File: src/rtl/pwm_tone_gen_if.sv
// rtl/pwm_tone_gen_if.sv - sequencer-to-tone-generator bundle
interface pwm_tone_gen_if #(
    parameter int CNT_W = 32
);
    logic             cnt_en;
    logic [CNT_W-1:0] counter_arr;
    logic [CNT_W-1:0] counter_ccr;
    logic             o_pwm;
    logic             period_tick;
    logic             active;

    // note source side: presents period/duty, observes the waveform
    modport master (
        output cnt_en,
        output counter_arr,
        output counter_ccr,
        input  o_pwm,
        input  period_tick,
        input  active
    );

    // tone generator side
    modport slave (
        input  cnt_en,
        input  counter_arr,
        input  counter_ccr,
        output o_pwm,
        output period_tick,
        output active
    );
endinterface

File: src/rtl/pwm_tone_gen.sv
// rtl/pwm_tone_gen.sv - glitch-free square-wave PWM tone generator for the buzzer
module pwm_tone_gen #(
    parameter int CNT_W = 32
) (
    input  logic          clk,
    input  logic          rst,
    pwm_tone_gen_if.slave bus
);
    typedef enum logic {
        IDLE = 1'b0,
        RUN  = 1'b1
    } state_t;

    localparam logic [CNT_W-1:0] ONE = CNT_W'(1);

    state_t           state;
    logic [CNT_W-1:0] cnt;
    logic [CNT_W-1:0] arr_sh;
    logic [CNT_W-1:0] ccr_sh;
    logic             pwm_q;
    logic             tick_q;
    logic             active_q;

    logic [CNT_W-1:0] arr_last;
    logic [CNT_W-1:0] cnt_inc;
    logic             terminal;
    logic             load_ok;
    logic             req_is_one;
    logic             pwm_level;

    // Decode helpers; arr_last is only meaningful while arr_sh != 0,
    // the guard keeps it from wrapping when idle.
    always_comb begin
        arr_last   = (arr_sh != '0) ? (arr_sh - ONE) : '0;
        cnt_inc    = cnt + ONE;
        terminal   = (state == RUN) && (cnt == arr_last);
        load_ok    = bus.cnt_en && (bus.counter_arr != '0);
        req_is_one = (bus.counter_arr == ONE);
        pwm_level  = (state == RUN) && (cnt < ccr_sh);
    end

    // Period FSM with shadow latching at boundaries; every output is a
    // register so the buzzer pin never sees combinational glitches.
    // period_tick is pre-decoded from the next counter value so it is high
    // in the same cycle that cnt holds arr_sh - 1.
    always_ff @(posedge clk) begin
        if (rst) begin
            state    <= IDLE;
            cnt      <= '0;
            arr_sh   <= '0;
            ccr_sh   <= '0;
            pwm_q    <= 1'b0;
            tick_q   <= 1'b0;
            active_q <= 1'b0;
        end else begin
            // one-cycle lag behind cnt; a final RUN value is flushed to 0
            // on the edge after the block drops to IDLE
            pwm_q <= pwm_level;
            case (state)
                IDLE: begin
                    cnt <= '0;
                    if (load_ok) begin
                        state    <= RUN;
                        arr_sh   <= bus.counter_arr;
                        ccr_sh   <= bus.counter_ccr;
                        tick_q   <= req_is_one;
                        active_q <= 1'b1;
                    end else begin
                        tick_q   <= 1'b0;
                        active_q <= 1'b0;
                    end
                end
                RUN: begin
                    if (terminal) begin
                        cnt <= '0;
                        if (load_ok) begin
                            arr_sh   <= bus.counter_arr;
                            ccr_sh   <= bus.counter_ccr;
                            tick_q   <= req_is_one;
                            active_q <= 1'b1;
                        end else begin
                            // rest note or disable: period done, go silent
                            state    <= IDLE;
                            arr_sh   <= '0;
                            ccr_sh   <= '0;
                            tick_q   <= 1'b0;
                            active_q <= 1'b0;
                        end
                    end else begin
                        // mid-period: inputs ignored, latched values rule
                        cnt      <= cnt_inc;
                        tick_q   <= (cnt_inc == arr_last);
                        active_q <= 1'b1;
                    end
                end
                default: begin
                    state    <= IDLE;
                    cnt      <= '0;
                    arr_sh   <= '0;
                    ccr_sh   <= '0;
                    tick_q   <= 1'b0;
                    active_q <= 1'b0;
                end
            endcase
        end
    end

    assign bus.o_pwm       = pwm_q;
    assign bus.period_tick = tick_q;
    assign bus.active      = active_q;
endmodule
File: src/flat_wrapper.sv
// flat-port wrapper written by rule: the top's interface ports become plain ports
module pwm_tone_gen_flat 
#(
    parameter int CNT_W = 32
)
  (clk, rst, bus_cnt_en, bus_counter_arr, bus_counter_ccr, bus_o_pwm, bus_period_tick, bus_active);
  pwm_tone_gen_if #(.CNT_W(CNT_W)) bus_i ();
  input  logic clk;
  input  logic rst;
  input wire logic [$bits(bus_i.cnt_en)-1:0] bus_cnt_en;
  input wire logic [$bits(bus_i.counter_arr)-1:0] bus_counter_arr;
  input wire logic [$bits(bus_i.counter_ccr)-1:0] bus_counter_ccr;
  output wire logic [$bits(bus_i.o_pwm)-1:0] bus_o_pwm;
  output wire logic [$bits(bus_i.period_tick)-1:0] bus_period_tick;
  output wire logic [$bits(bus_i.active)-1:0] bus_active;
  assign bus_i.cnt_en = bus_cnt_en;
  assign bus_i.counter_arr = bus_counter_arr;
  assign bus_i.counter_ccr = bus_counter_ccr;
  assign bus_o_pwm = bus_i.o_pwm;
  assign bus_period_tick = bus_i.period_tick;
  assign bus_active = bus_i.active;
  pwm_tone_gen #(.CNT_W(CNT_W)) u_core (.clk(clk), .rst(rst), .bus(bus_i));
endmodule
File: config.mk
export PLATFORM = sky130hd
export DESIGN_NAME = pwm_tone_gen_flat
export DESIGN_NICKNAME = d
export VERILOG_FILES = /design/src/rtl/pwm_tone_gen_if.sv /design/src/rtl/pwm_tone_gen.sv /design/src/flat_wrapper.sv
export SDC_FILE = /design/constraint.sdc
export NUM_CORES = 1
export LEC_CHECK = 0
export CORE_MARGIN = 1.5
export CORE_UTILIZATION = 45
export DETAILED_ROUTE_END_ITERATION = 8
export PLACE_DENSITY = 0.67
export SLEW_MARGIN = 20
export SYNTH_ARGS = -nofsm -noshare
export SYNTH_HDL_FRONTEND = slang
export SYNTH_SLANG_ARGS = --single-unit
File: constraint.sdc
create_clock -name clk -period 4.3 [get_ports clk]
set_input_delay 1.29 -clock clk [delete_from_list [all_inputs] [get_ports clk]]
set_output_delay 1.29 -clock clk [all_outputs]
set_load 0.01 [all_outputs]
Yosys cells after proc, flatten, opt, wreduce, memory -nomap -nowiden
Cells that the tools add are included. W data, S select, Z words.

Muxes and demuxes: 17. Order comparisons: 1. Add/sub/neg operators: 2. Bitwise operators: 1. Eq/ne operators: 5. Reductions and logical operators: 6.

Operators by type and width (number): $mux W32 (8); $pmux W32 S2 (3); $eq A32 B32 Y1 (2); $reduce_bool A32 Y1 (2); $add A32 B1 Y32 const B (1); $eq A32 B1 Y1 const B (1); $lt A32 B32 Y1 (1); $sub A32 B1 Y32 const B (1); $mux W1 (4); $pmux W1 S2 (2); $logic_and A1 B1 Y1 (3); $ne A2 B1 Y1 const B (1); $ne A2 B2 Y1 const B (1); $reduce_and A2 Y1 (1); $not A1 Y1 (1).

Register bits: 99. Logic and storage cells: 38. Input bits: 67. Output and inout port bits: 3.

Logic depth before layout (Yosys ltp)
Depth in word-level cells: 6. Gate-level depth with buffers: 17. Gate-level depth less buffers: 11.

Least setup slack after synthesis
Ideal clock, no wire load.

Kind: register -> register. From: register u_core.arr_sh[0]. To: register u_core.arr_sh[0]. Path buffers: 4. Setup slack: 0.662 ns. Arrival time: 3.510 ns. Library setup time: 0.128 ns. Stages on the path, launching flop included: 16. Data required time: 4.172 ns. Clock period less this slack: 3.638 ns. Path through: dfxtp_1 clkbuf_1 inv_1 ha_1 clkbuf_1 nor4b_2 buf_2 nand3_1 xnor2_1 mux2_2 o32ai_1 nand4b_1 or4_1 o21ai_4 buf_2 o32ai_2.

Word-level cells in the longest chain between the ends: 6. Elaborated cells between the ends (all ways): 7. Those cells by class: 1 x add/sub; 2 x eq/ne; 1 x mux; 3 x reduce/logical.

RTL lines: start: declaration (RTL line pwm_tone_gen.sv:18) `logic [CNT_W-1:0] arr_sh;`; start signal: assignment (RTL line pwm_tone_gen.sv:64) `arr_sh <= bus.counter_arr;`; start signal: assignment (RTL line pwm_tone_gen.sv:77) `arr_sh <= bus.counter_arr;`; $sub A32 B1 Y32 / $reduce_bool A32 Y1 (equally long branches) (RTL line pwm_tone_gen.sv:34) `arr_last = (arr_sh != '0) ? (arr_sh - ONE) : '0;`; $mux W32 (*) (RTL line pwm_tone_gen.sv:34); $eq A32 B32 Y1 (*) (RTL line pwm_tone_gen.sv:36) `terminal = (state == RUN) && (cnt == arr_last);`; $logic_and A1 B1 Y1 (*) (RTL line pwm_tone_gen.sv:36); $ne A2 B2 Y1 (no line) (*); $reduce_and A2 Y1 (no line) (*).

Mark *: on every way between the ends. The rest lies on a longest branch, timed or not. A chain may end at the register's enable or synchronous reset.

Final worst setup path
From: register u_core.arr_sh[0]. To: register u_core.tick_q (netlist: u_core.bus.period_tick).

Word-level cells in the longest chain between the ends: 6. Elaborated cells between the ends (all ways): 8. Those cells by class: 1 x add/sub; 2 x eq/ne; 3 x mux; 2 x reduce/logical.

RTL lines: $sub A32 B1 Y32 / $reduce_bool A32 Y1 (equally long branches) (RTL line pwm_tone_gen.sv:34); $mux W32 (*) (RTL line pwm_tone_gen.sv:34); $eq A32 B32 Y1 (RTL line pwm_tone_gen.sv:36); $logic_and A1 B1 Y1 (RTL line pwm_tone_gen.sv:36); $mux W1 (*) (RTL line pwm_tone_gen.sv:74) `if (terminal) begin`; $pmux W1 S2 (*) (RTL line pwm_tone_gen.sv:59) `case (state)`; end signal: assignment (RTL line pwm_tone_gen.sv:66) `tick_q <= req_is_one;`; end signal: assignment (RTL line pwm_tone_gen.sv:79) `tick_q <= req_is_one;`; end signal: assignment (RTL line pwm_tone_gen.sv:92) `tick_q <= (cnt_inc == arr_last);`; end: declaration (RTL line pwm_tone_gen.sv:21) `logic tick_q;`.

Marked as above.

==> reports/qor_table.md <==
| Quantity | Reported |
| --- | --- |
| Status | completed |
| Detailed-routing iteration count for the pre-antenna-repair pass | 5 |
| Number of buffers added on ports | 69 |
| Latest clock arrival within the worst-skew pair | 0.35 ns |
| Highest net fanout along the worst path | 20 |
| Number of antenna violations at the first check in global routing | 0 |
| Clock Path Buffers | 2 |
| Number of buffers inserted by post-CTS setup repair | 0 |
| Portion of synthesized cell area occupied by the leading cell type | 27.19% |
| Top-level I/O count | 70 |
| Classification of the worst-slack hold path | reg2reg |
| Global Route Usage Sum | 25.67% |
| Relative slew slack | 40.03% |
| Number of max-slew violations in the final report | 0 |
| Unrepaired setup endpoints after global routing | yes |
| EDFF count, synth | 0 |
| Launch point of the worst hold path | u_core.ccr_sh[0]$_SDFFE_PP0P_ |
| Placed standard-cell area | 8153 sq um |
| Critical path endpoint category | register |
| Starting Density | 46.05% |
| Total standard cell area after synthesis | 7288 sq um |
| Routed via count divided by cell count | 6.015 |
| Count of yosys warnings during synthesis | 0 |
| Height of the die | 130.3 um |
| Share of flip-flops with an asynchronous set or reset after synthesis | 0% |
| Total of endpoints with negative setup slack in the final report | 0 |
| Combinational group share of total power | 28.2% |
| Maximum number of pins on one net before global-route repair | 70 |
| Power share of the sequential group | 39.3% |
| Net switching power of the design | 802.5 uW |
| Via count of the first global-routing pass | 6369 |
| DRC | 0 |
| Share of final-layout standard cells stronger than drive strength 1 | 6.653% |
| Fin Setup TNS | 0 ns |
| First-pass GRT wire length | 33800 um |
| Actual transition at the worst max-transition pin | 0.8995 ns |
| Final design area excluding fillers | 8446 sq um |
| Part of the Yosys area used for sequential elements | 27.19% |
| Total of hold buffers inserted after clock tree synthesis | 0 |
| Number of fill cells | 1531 |
| Final period demand of the worst path | 4.072 ns |
| Number of buffers created by CTS | 9 |
| Buffer cell driving the clock tree root | sky130_fd_sc_hd__clkbuf_16 |
| Synthesized instance count | 903 |
| Final worst slack | 0.2278 ns |
| Routed wire length | 21180 um |
| Setup slack of the worst register-to-register path | 0.23 ns |
| Antenna viol nets, final | 0 |
| Int Pwr | 1720 uW |
| Total die area | 16970 sq um |
| Worst Path Class, Setup | reg2reg |
| Post-synth top area cell | sky130_fd_sc_hd__dfxtp_1 |
| Cell row count | 46 |
| Resize count post-CTS | 0 |
| Static leakage | 0.003035 uW |
| Chip Width | 130.3 um |
| Detailed router's first-iteration violation count | 484 |
| Kind of start point of the critical path | register |
| Count of different cell masters after synthesis | 75 |
| Crit share post-route | 94.70% |
| Power per cell area | 298.7 nW/um^2 |
| Worst hold stages | 2 |
| Global route total overflow | 0 |
| Commonest register cell after synthesis | sky130_fd_sc_hd__dfxtp_1 |
| Clock group share of total power | 32.4% |
| Setup slack at placement | 0.3487 ns |
| N_diodes | 0 |
| # H-tree levels | 3 |
| Critical Path AT | 4.32 ns |
| Routed via count | 6996 |
| Max-Cap Viols | 0 |
| Hold Vio Cnt, Final | 0 |
| Nets in the synthesized netlist | 1003 |
| CTS tree | done |
| Register bit total from synthesis | 99 |
| Switching fraction of total power | 31.81% |
| Biggest area contributors in the synthesized netlist | sky130_fd_sc_hd__dfxtp_1 (27%), sky130_fd_sc_hd__nand3b_1 (6.6%), sky130_fd_sc_hd__xnor2_1 (6.2%) |
| Area used by multi-input combinational logic | 4741 sq um |
| Dpl hpwl | 16220 um |
| Routability congestion estimate | 0.9428 |
| Sinks on the clock net | 99 |
| Post-Route Skew | 0.006536 ns |
| Area added between synthesis and finish | 15.88% |
| CTS clock-pin slew for the worst setup and hold paths | 0.07 ns |
| Min Hold Slack | 0.4805 ns |
| Final nets | 1042 |
| Mean instance size in the synthesized netlist | 8.071 sq um |
| Critical register-to-register path startpoint | u_core.arr_sh[0]$_SDFFE_PP0P_ |
| Core area | 15830 sq um |
| Average wire per cell in the routed design | 18.21 um |
| Max frequency | 245.6 MHz |
| Hold-critical path endpoint | u_core.ccr_sh[0]$_SDFFE_PP0P_ |
| Area taken by flip-flops and latches | 1982 sq um |
| Cells on worst reg2reg path | 13 |
| Worst EP required | 4.55 ns |
| Maximum resistive drop on vdd | 0.1748 mV |
| Endpoint of the lowest-slack register-to-register path | u_core.bus.period_tick$_SDFF_PP0_ |
-- critical path, stage by stage (launching register included) --
cell and delay (ns):
sky130_fd_sc_hd__dfxtp_1 0.40, sky130_fd_sc_hd__inv_1 0.15, sky130_fd_sc_hd__ha_1 0.31, sky130_fd_sc_hd__nor4b_2 0.23, sky130_fd_sc_hd__buf_4 0.21, sky130_fd_sc_hd__nand3_1 0.28, sky130_fd_sc_hd__nor3_2 0.40, sky130_fd_sc_hd__buf_4 0.30
sky130_fd_sc_hd__o21ai_1 0.13, sky130_fd_sc_hd__a221oi_2 0.26, sky130_fd_sc_hd__o32ai_1 0.14, sky130_fd_sc_hd__a2111o_1 0.31, sky130_fd_sc_hd__or4_1 0.57, sky130_fd_sc_hd__o22ai_1 0.26
-- worst max path at each step --
| stage | endpoint | depth (start not counted) | startpoint | slack [ns] |
|---|---|---|---|---|
| after floorplan | u_core.arr_sh[0]$_SDFFE_PP0P_ | 15 | u_core.arr_sh[0]$_SDFFE_PP0P_ | 0.66 |
| after detailed placement | u_core.arr_sh[24]$_SDFFE_PP0P_ | 13 | u_core.arr_sh[0]$_SDFFE_PP0P_ | 0.35 |
| final | u_core.bus.period_tick$_SDFF_PP0_ | 13 | u_core.arr_sh[0]$_SDFFE_PP0P_ | 0.23 |
| after global placement | u_core.bus.period_tick$_SDFF_PP0_ | 13 | u_core.arr_sh[0]$_SDFFE_PP0P_ | 0.41 |
| after CTS | u_core.arr_sh[24]$_SDFFE_PP0P_ | 13 | u_core.arr_sh[0]$_SDFFE_PP0P_ | 0.33 |
| after global routing | u_core.bus.period_tick$_SDFF_PP0_ | 13 | u_core.arr_sh[0]$_SDFFE_PP0P_ | -0.003 |
-- per-stage QoR --
stage	utilization, %	total power (uW)	instances
after floorplan	-	1486	903
after global placement	51.51	1705	1147
after detailed placement	51.51	1711	1147
after CTS	53.36	2533	1163
after global routing	53.36	2639	1163
final	53.36	2523	1163
-- power groups by stage --
stage | clock network [uW] | logic [uW] | registers, uW
floorplan | 0 | 489 | 998
global placement | 0 | 694 | 1010
detailed placement | 0 | 699 | 1010
CTS | 839 | 704 | 990
global route | 868 | 774 | 997
finish | 818 | 712 | 992
-- synthesized netlist by cell type, types with 27 or more instances --
cell type and count:
sky130_fd_sc_hd__o22ai_1 68, sky130_fd_sc_hd__xnor2_1 52, sky130_fd_sc_hd__nor4_1 27, sky130_fd_sc_hd__clkbuf_1 35
sky130_fd_sc_hd__dfxtp_1 99, sky130_fd_sc_hd__nand3b_1 64, sky130_fd_sc_hd__nand3_1 29, sky130_fd_sc_hd__inv_1 71
sky130_fd_sc_hd__nor2_1 57, sky130_fd_sc_hd__nand2_1 36, sky130_fd_sc_hd__nand4_1 36, sky130_fd_sc_hd__ha_1 33
-- layer usage --
| layer | share of wire (%) | vias to the layer above | track usage [%] |
|---|---|---|---|
| li1 | - | 3448 | - |
| met1 | 46 | 3191 | 35.14 |
| met2 | 44 | 304 | 40.06 |
| met3 | 6.4 | 53 | 2.870 |
| met4 | 3.7 | 0 | 12.75 |
| met5 | 0 | - | 0 |
-- cells in the final DEF, fill, tap and decap left out, types with 5 or more instances in the layout --
cell                              netlist  layout
sky130_fd_sc_hd__a211oi_1               5       5
sky130_fd_sc_hd__a21o_1                23      23
sky130_fd_sc_hd__a21oi_1               25      25
sky130_fd_sc_hd__a31oi_1                6       6
sky130_fd_sc_hd__and3_1                 5       5
sky130_fd_sc_hd__and4_1                 7       7
sky130_fd_sc_hd__buf_4                  3      17
sky130_fd_sc_hd__clkbuf_16              0       9
sky130_fd_sc_hd__clkdlybuf4s50_1        0      68
sky130_fd_sc_hd__dfxtp_1               99      99
sky130_fd_sc_hd__ha_1                  33      33
sky130_fd_sc_hd__inv_1                 71      71
sky130_fd_sc_hd__mux2i_1                7       7
sky130_fd_sc_hd__nand2_1               36      36
sky130_fd_sc_hd__nand3_1               29      29
sky130_fd_sc_hd__nand3b_1              64      64
sky130_fd_sc_hd__nand4_1               36      36
sky130_fd_sc_hd__nand4b_1               5       5
sky130_fd_sc_hd__nor2_1                57      57
sky130_fd_sc_hd__nor2b_1                5       5
sky130_fd_sc_hd__nor3_1                25      25
sky130_fd_sc_hd__nor4_1                27      27
sky130_fd_sc_hd__o211ai_1               5       5
sky130_fd_sc_hd__o21ai_0               15      15
sky130_fd_sc_hd__o22ai_1               68      68
sky130_fd_sc_hd__o31ai_1               10      10
sky130_fd_sc_hd__or2_2                  5       5
sky130_fd_sc_hd__or3_1                  9       9
sky130_fd_sc_hd__or4_1                 12      12
sky130_fd_sc_hd__xnor2_1               52      52
sky130_fd_sc_hd__xor2_1                24      24
-- state kept, by name, indices dropped and copies added, names as in the netlist --
register                cells
u_core.ccr_sh              32
u_core.bus.o_pwm            1
u_core.state                1
u_core.arr_sh              32
u_core.cnt                 32
u_core.bus.period_tick      1
-- cell type report --
type / instances / area share (%)
Multi-Input combinational cell: 671 / 56.13
Sequential cell: 99 / 23.47
Timing Repair Buffer: 90 / 10.58
Tap cell: 216 / 3.200
Inverter: 71 / 3.156
Clock buffer: 11 / 2.756
Clock inverter: 5 / 0.7111
-- logic make-up after synthesis --
kind of cell	Yosys count	share of synthesized area, %
AND/OR/NAND/NOR	345	28.46
AO/OA/AOI/OAI	205	19.49
buffers and inverters	133	7.846
flip-flops	99	27.19
XOR/XNOR	79	10.08
adder cells (fa/ha/maj)	33	5.665
multiplexers	9	1.270
No activity file was read; power rests on OpenSTA's default activity.
